===== src/rtl/fractal_sync_cc_req.sv =====
// -----------------------------------------------------------------------------
// fractal_sync_cc_req
//   Core-side initiator of the fractal synchronization protocol. Takes one
//   barrier request (level, id) from the core, issues it as a check into the
//   first tree node, waits for the matching wake-up response and reports
//   either wake or error back to the core as a one-cycle pulse.
//
// Ports
//   clk_i, rst_ni        clock, asynchronous active-low reset
//   sync_req_i/lvl/id    core barrier request (level-sensitive)
//   sync_gnt_o           request accepted (combinational in IDLE)
//   sync_wake_o          barrier complete pulse
//   sync_err_o           request failed pulse
//   sync_busy_o          FSM not IDLE
//   req_valid_o/lvl/id   tree request channel, req_ready_i handshake
//   rsp_valid_i/lvl/id   tree response channel, rsp_err_i tree error,
//   rsp_ready_o          response accepted (only in WAIT)
//
// Optional feature
//   FRACTAL_SYNC_CC_TIMEOUT_EN : WAIT gives up after TIMEOUT_CYCLES cycles
//   and reports an error. Without it WAIT is held until a response arrives.
// -----------------------------------------------------------------------------
module fractal_sync_cc_req #(
  parameter int unsigned LVL_WIDTH      = 3,
  parameter int unsigned ID_WIDTH       = 1,
  parameter int unsigned MAX_ID         = 2**ID_WIDTH-1,
  parameter int unsigned TIMEOUT_CYCLES = 1024
) (
  input  logic                 clk_i,
  input  logic                 rst_ni,
  input  logic                 sync_req_i,
  input  logic [LVL_WIDTH-1:0] sync_lvl_i,
  input  logic [ID_WIDTH-1:0]  sync_id_i,
  output logic                 sync_gnt_o,
  output logic                 sync_wake_o,
  output logic                 sync_err_o,
  output logic                 sync_busy_o,
  output logic                 req_valid_o,
  output logic [LVL_WIDTH-1:0] req_lvl_o,
  output logic [ID_WIDTH-1:0]  req_id_o,
  input  logic                 req_ready_i,
  input  logic                 rsp_valid_i,
  input  logic [LVL_WIDTH-1:0] rsp_lvl_i,
  input  logic [ID_WIDTH-1:0]  rsp_id_i,
  input  logic                 rsp_err_i,
  output logic                 rsp_ready_o
);

  typedef enum logic [1:0] {IDLE, SEND, WAIT, RESP} state_e;

  state_e               r_state, w_state_nxt;
  logic [LVL_WIDTH-1:0] r_lvl;
  logic [ID_WIDTH-1:0]  r_id;
  logic                 r_err, w_err_nxt;
  logic                 w_load;
  logic                 w_bad_req;
  logic                 w_rsp_bad;
  logic                 w_timeout;

  // Illegal requests never reach the tree; they are answered locally.
  assign w_bad_req = (sync_lvl_i == '0) || (32'(sync_id_i) > MAX_ID);
  assign w_rsp_bad = rsp_err_i || (rsp_lvl_i != r_lvl) || (rsp_id_i != r_id);

`ifdef FRACTAL_SYNC_CC_TIMEOUT_EN
  localparam int unsigned CNT_W = $clog2(TIMEOUT_CYCLES+1);
  logic [CNT_W-1:0] r_cnt;

  // Counter is zero on the first WAIT cycle, so the value TIMEOUT_CYCLES-1
  // marks the last WAIT cycle: the error pulse lands TIMEOUT_CYCLES cycles
  // after WAIT entry.
  always_ff @(posedge clk_i or negedge rst_ni) begin
    if (!rst_ni)                r_cnt <= '0;
    else if (r_state != WAIT)   r_cnt <= '0;
    else                        r_cnt <= r_cnt + CNT_W'(1);
  end

  assign w_timeout = (r_state == WAIT) && (r_cnt == CNT_W'(TIMEOUT_CYCLES-1));
`else
  assign w_timeout = 1'b0;
`endif

  always_ff @(posedge clk_i or negedge rst_ni) begin
    if (!rst_ni) begin
      r_state <= IDLE;
      r_lvl   <= '0;
      r_id    <= '0;
      r_err   <= 1'b0;
    end else begin
      r_state <= w_state_nxt;
      r_err   <= w_err_nxt;
      if (w_load) begin
        r_lvl <= sync_lvl_i;
        r_id  <= sync_id_i;
      end
    end
  end

  always_comb begin
    w_state_nxt = r_state;
    w_err_nxt   = r_err;
    w_load      = 1'b0;
    sync_gnt_o  = 1'b0;
    sync_wake_o = 1'b0;
    sync_err_o  = 1'b0;
    req_valid_o = 1'b0;
    rsp_ready_o = 1'b0;
    case (r_state)
      IDLE: begin
        sync_gnt_o = sync_req_i;
        if (sync_req_i) begin
          w_load      = 1'b1;
          w_err_nxt   = w_bad_req;
          w_state_nxt = w_bad_req ? RESP : SEND;
        end
      end
      SEND: begin
        req_valid_o = 1'b1;
        if (req_ready_i) w_state_nxt = WAIT;
      end
      WAIT: begin
        rsp_ready_o = 1'b1;
        // A response arriving on the expiry cycle still wins.
        if (rsp_valid_i) begin
          w_err_nxt   = w_rsp_bad;
          w_state_nxt = RESP;
        end else if (w_timeout) begin
          w_err_nxt   = 1'b1;
          w_state_nxt = RESP;
        end
      end
      RESP: begin
        sync_wake_o = ~r_err;
        sync_err_o  = r_err;
        w_state_nxt = IDLE;
      end
      default: w_state_nxt = IDLE;
    endcase
  end

  assign sync_busy_o = (r_state != IDLE);
  assign req_lvl_o   = r_lvl;
  assign req_id_o    = r_id;

endmodule

===== config.mk =====
export PLATFORM = sky130hd
export DESIGN_NAME = fractal_sync_cc_req
export DESIGN_NICKNAME = d
export VERILOG_FILES = /design/src/rtl/fractal_sync_cc_req.sv
export SDC_FILE = /design/constraint.sdc
export NUM_CORES = 1
export LEC_CHECK = 0
export ABC_AREA = 0
export BUFFER_PORTS_ARGS = -buffer_cell sky130_fd_sc_hd__buf_2
export CELL_PAD_IN_SITES_DETAIL_PLACEMENT = 0
export CELL_PAD_IN_SITES_GLOBAL_PLACEMENT = 1
export CORE_UTILIZATION = 32
export CTS_CLUSTER_DIAMETER = 100
export DETAILED_ROUTE_END_ITERATION = 16
export MAX_ROUTING_LAYER = met4
export PLACE_DENSITY = 0.85
export SYNTH_ARGS = -nofsm -noshare
export SYNTH_HDL_FRONTEND = slang
export SYNTH_SLANG_ARGS = --single-unit

===== constraint.sdc =====
create_clock -name clk_i -period 3.9 [get_ports clk_i]
set_input_delay 0.585 -clock clk_i [delete_from_list [all_inputs] [get_ports clk_i]]
set_output_delay 0.585 -clock clk_i [all_outputs]
set_load 0.05 [all_outputs]

* After elaboration in Yosys (flattened, before gate mapping)
Cells that the tools add are included.
** Operators by class
- Reductions and logical operators :: 8
- Multiplexer cells :: 15
- Bitwise operators :: 1
- Eq/ne operators :: 8
** Operator list (number)
- 2-to-1 mux 1 bit :: 9
- 2-to-1 mux 2 bit :: 4
- one-hot mux 2 bit (4 select lines) :: 1
- inequality test 2 bit (second input constant) :: 3
- AND reduction 3 bit :: 2
- equality test 2 bit (second input constant) :: 2
- nonzero test 2 bit :: 2
- zero test 3 bit :: 1
- inequality test 3 bit :: 1
- equality test 2 x 1 -> 1 bit (second input constant) :: 1
- zero test 2 bit :: 1
- logical OR 1 bit :: 2
- one-hot mux 1 bit (2 select lines) :: 1
- inequality test 1 bit :: 1
- NOT 1 bit :: 1
** Word-level totals
- Input bits :: 14
- Word-level logic and storage cells :: 36
- Output and inout bits :: 10
- Register bits :: 7

* Longest topological paths before layout
- Depth in word-level cells :: 5
- Depth in mapped cells :: 6
- Depth with buffers taken out :: 6

* Worst setup path before layout
No wires, ideal clock.
- Path type :: reg-to-reg
- From :: register r_state[0]
- To :: register r_err
- Buffers on the path :: 0
- Setup slack :: 2.099 ns
- Period minus slack after synthesis :: 1.801 ns
- Setup time :: 0.125 ns
- Required time :: 3.775 ns
- Stages on the path, launching flop included :: 7
- Arrival :: 1.676 ns
- Cell sequence :: dfrtp_1 inv_1 ha_1 inv_2 o22ai_1 a21oi_1 mux2_4
** On the way
- Cells in the longest elaborated chain, start to end :: 3
- Elaborated cells on any way between the ends :: 7
- Classes of those cells :: eq/ne: 3; mux: 1; reduce/logical: 3
** RTL lines
- from (decl) :: line 51 : state_e r_state, w_state_nxt;
- from (signal assigned) :: line 89 : r_state <= w_state_nxt;
- equality test 2 bit / zero test 2 bit (equally long branches) :: line 107 : case (r_state)
- inequality test 2 bit (no line) / nonzero test 2 bit (equally long branches)
- AND reduction 3 bit (no line)
- to (signal assigned) :: line 90 : r_err <= w_err_nxt;
- to (decl) :: line 54 : logic r_err, w_err_nxt;
Parallel ways exist; a longest one is shown, timed or not.
A chain may end at the register's enable or synchronous reset.

* Worst setup path in the final report
- From :: register r_state[0]
- To :: output port sync_gnt_o
** On the way
- Cells in the longest elaborated chain, start to end :: 2
** RTL lines
- zero test 2 bit :: line 107
- 2-to-1 mux 1 bit :: line 107
- to (decl) :: line 34 : output logic sync_gnt_o,
No other way between the ends.

==> results_dict.tcl <==
set metrics [dict create \
    total_power_mw 0.6089 \
    ys_types 17 \
    cts_buffers 3 \
    layout_common_cells "23 x buf_2, 7 x dfrtp_1, 5 x inv_1, 5 x ha_1, 4 x mux2_2" \
    rsz0062_at_grt "no" \
    drc 0 \
    start_util_pct 34.13 \
    clkSinkCount 7 \
    syn_to_final_growth_pct 36.06 \
    first_global_vias 357 \
    seqPwrFrac_pct 23.2 \
    synth-compound-area-share_pct 5.634 \
    synth_area_um2 444.2 \
    grt.overflow.total 0 \
    start_kind "flip-flop" \
    antenna_found_initial 0 \
    p_comb_share_pct 66.3 \
    post-route-period-util_pct 51.60 \
    synthAdderAreaFrac_pct 14.08 \
    die-area_mm2 0.001541 \
    cts-resized-gates 0 \
    drt-initial-drc-count 0 \
    hold_class "in -> async" \
    p_leak_nw 0.3336 \
    wire_per_inst_um 10.39 \
    yosys.area_share.xor_xnor_pct 7.887 \
    dr_total_vias 375 \
    p_int_mw 0.2824 \
    slew_headroom_pct 81.15 \
    multi_input_area_um2 246.5 \
    yosys_warnings 0 \
    status "finished, final reports clean" \
    clock_latency_ns 0.24 \
    final_cells 83 \
    syn_area_per_cell_um2 10.83 \
    dp.cells 79 \
    synth-seq-cells 7 \
    maxCapViolations 0 \
    drive_gt1_share_pct 47.06 \
    ys_seq_area_share_pct 39.44 \
    diodes 0 \
    nNetsFinal 88 \
    cp-end-kind "primary output" \
    worstSetupPathType "reg -> out" \
    cts_tree "built" \
    grt_pass1_wl_um 1476 \
    p_per_area_mw_per_mm2 1008 \
    clk_pin_slew_ns 0.05 \
    fp-row-count 13 \
    fillers 135 \
    slew_viol_final 0 \
    hpwlAfterDp_um 748.6 \
    dpl-instance-area_um2 578.1 \
    synth_mux_area_share_pct 20.28 \
    max-clock-path-buffers 2 \
    ant_nets 0 \
    synthesis.nets 60 \
    layout.cells.most_common "buf_2" \
    gp_congestion 0.7189 \
    cts_setup_buffers 0 \
    critPathRequiredTime_ns 3.31 \
    final_area_um2 604.3 \
    die_w_um 39.26 \
    syn_inst 41 \
    switching_share_pct 53.63 \
    wirelength_um 862 \
    fin_tns_setup_ns 0 \
    io_buffers 23 \
    synth_top_family_by_area "multiplexers" \
    die_y_um 39.26 \
    timing.fmax_mhz 496.9 \
    seqCellArea_um2 175.2 \
    fin_skew_ns 0.001311 \
    clockPowerShare_pct 10.5 \
    crit_fanout 5 \
    io-pin-count 24 \
    period_needed_ns 2.013 \
    synthSimpleGateAreaFrac_pct 7.606 \
    p_sw_mw 0.3265 \
    setup_viol 0 \
    ir_worst_vdd_v 0.0005330 \
    cts_hold_buf 0 \
    cp.arrival_ns 1.43 \
    vias_per_cell 4.518 \
    hold_ws_ns 0.1652 \
    first_pass_iters 1 \
    htreeDepth 1 \
    final_hold_viol_count 0 \
    tightest_slew_ns 0.2806 \
    core_mm2 0.001301 \
    cts-root-buf "clkbuf_4" \
    grt_max_degree 8 \
    grt.total_usage_pct 15.07 \
]
==> final cells by class <==
type	count	area share (%)
multi-input cells	28	40.79
flip-flops and latches	7	28.99
repair buffers	23	19.05
clock buffers	4	4.348
inverters	6	3.727
well taps	15	3.106
==> sequential cells by signal, indices dropped and copies added, names as in the netlist <==
name	flops
r_err	1
r_state	2
req_id_o	1
req_lvl_o	3
==> power groups by stage <==
| stage | Clock, mW | Sequential [mW] | Combinational [mW] |
|---|---|---|---|
| after floorplan | 0 | 0.213 | 0.256 |
| after global placement | 0 | 0.141 | 0.407 |
| after detailed placement | 0 | 0.144 | 0.408 |
| after CTS | 0.0662 | 0.143 | 0.410 |
| after global routing | 0.0700 | 0.147 | 0.438 |
| final | 0.0641 | 0.141 | 0.403 |
==> per-stage QoR <==
stage          util [%]  worst slack (ns)
5_1_grt           46.44             1.798
4_1_cts           46.44             1.862
6_report          46.44             1.887
3_5_place_dp      44.42             2.136
3_3_place_gp      44.42             2.168
2_1_floorplan         -             2.099
==> logic make-up (layout without fill, tap and decap cells) <==
| family | count (synthesis) | count (layout) |
|---|---|---|
| and+or+nand+nor | 7 | 7 |
| muxes | 8 | 8 |
| AOI/OAI and AO/OA | 4 | 4 |
| adders and majority gates | 5 | 5 |
| xor gates and xnor gates | 4 | 4 |
| DFF | 7 | 7 |
| buffers and inverters | 6 | 33 |
==> final timing paths <==
kind,startpoint,cells past startpoint,slack [ns],endpoint
hold / removal,rst_ni,1,0.17,req_lvl_o[0]
hold reg to reg,r_err,1,0.54,r_err
setup / recovery,r_state[0],5,1.89,sync_gnt_o
min in group clk_i,r_err,1,0.54,r_err
setup reg to reg,r_state[0],6,2.32,r_err
max in group asynchronous,rst_ni,1,3.58,r_state[0]
==> metal layers <==
layer  share of wire, %  global-route usage (%)
met1                 43                   18.31
met5                  0                       -
met2                 50                   23.33
met3                5.3                   1.705
met4               0.93                   10.34
==> synthesized netlist by cell type <==
library cell / count / area [um2]
dfrtp_1: 7 / 175.2
a41oi_1: 1 / 8.760
inv_2: 1 / 3.750
nor2_1: 2 / 7.510
a21oi_1: 2 / 10.01
nor3_1: 2 / 10.01
nand2_1: 1 / 3.750
nor2b_1: 1 / 6.260
ha_1: 5 / 62.56
mux2_4: 1 / 15.01
o22ai_1: 1 / 6.260
inv_1: 5 / 18.77
xnor2_1: 3 / 26.28
mux2i_1: 3 / 30.03
mux2_2: 4 / 45.04
xor2_1: 1 / 8.760
and2_1: 1 / 6.260
==> worst max-delay path, stage by stage, from the launching register on <==
cell and delay, ns:
dfrtp_1 0.40, inv_1 0.13, ha_1 0.18, nand2_1 0.15, inv_1 0.08, buf_2 0.25
Note: power is estimated with default switching activity, not from simulation.
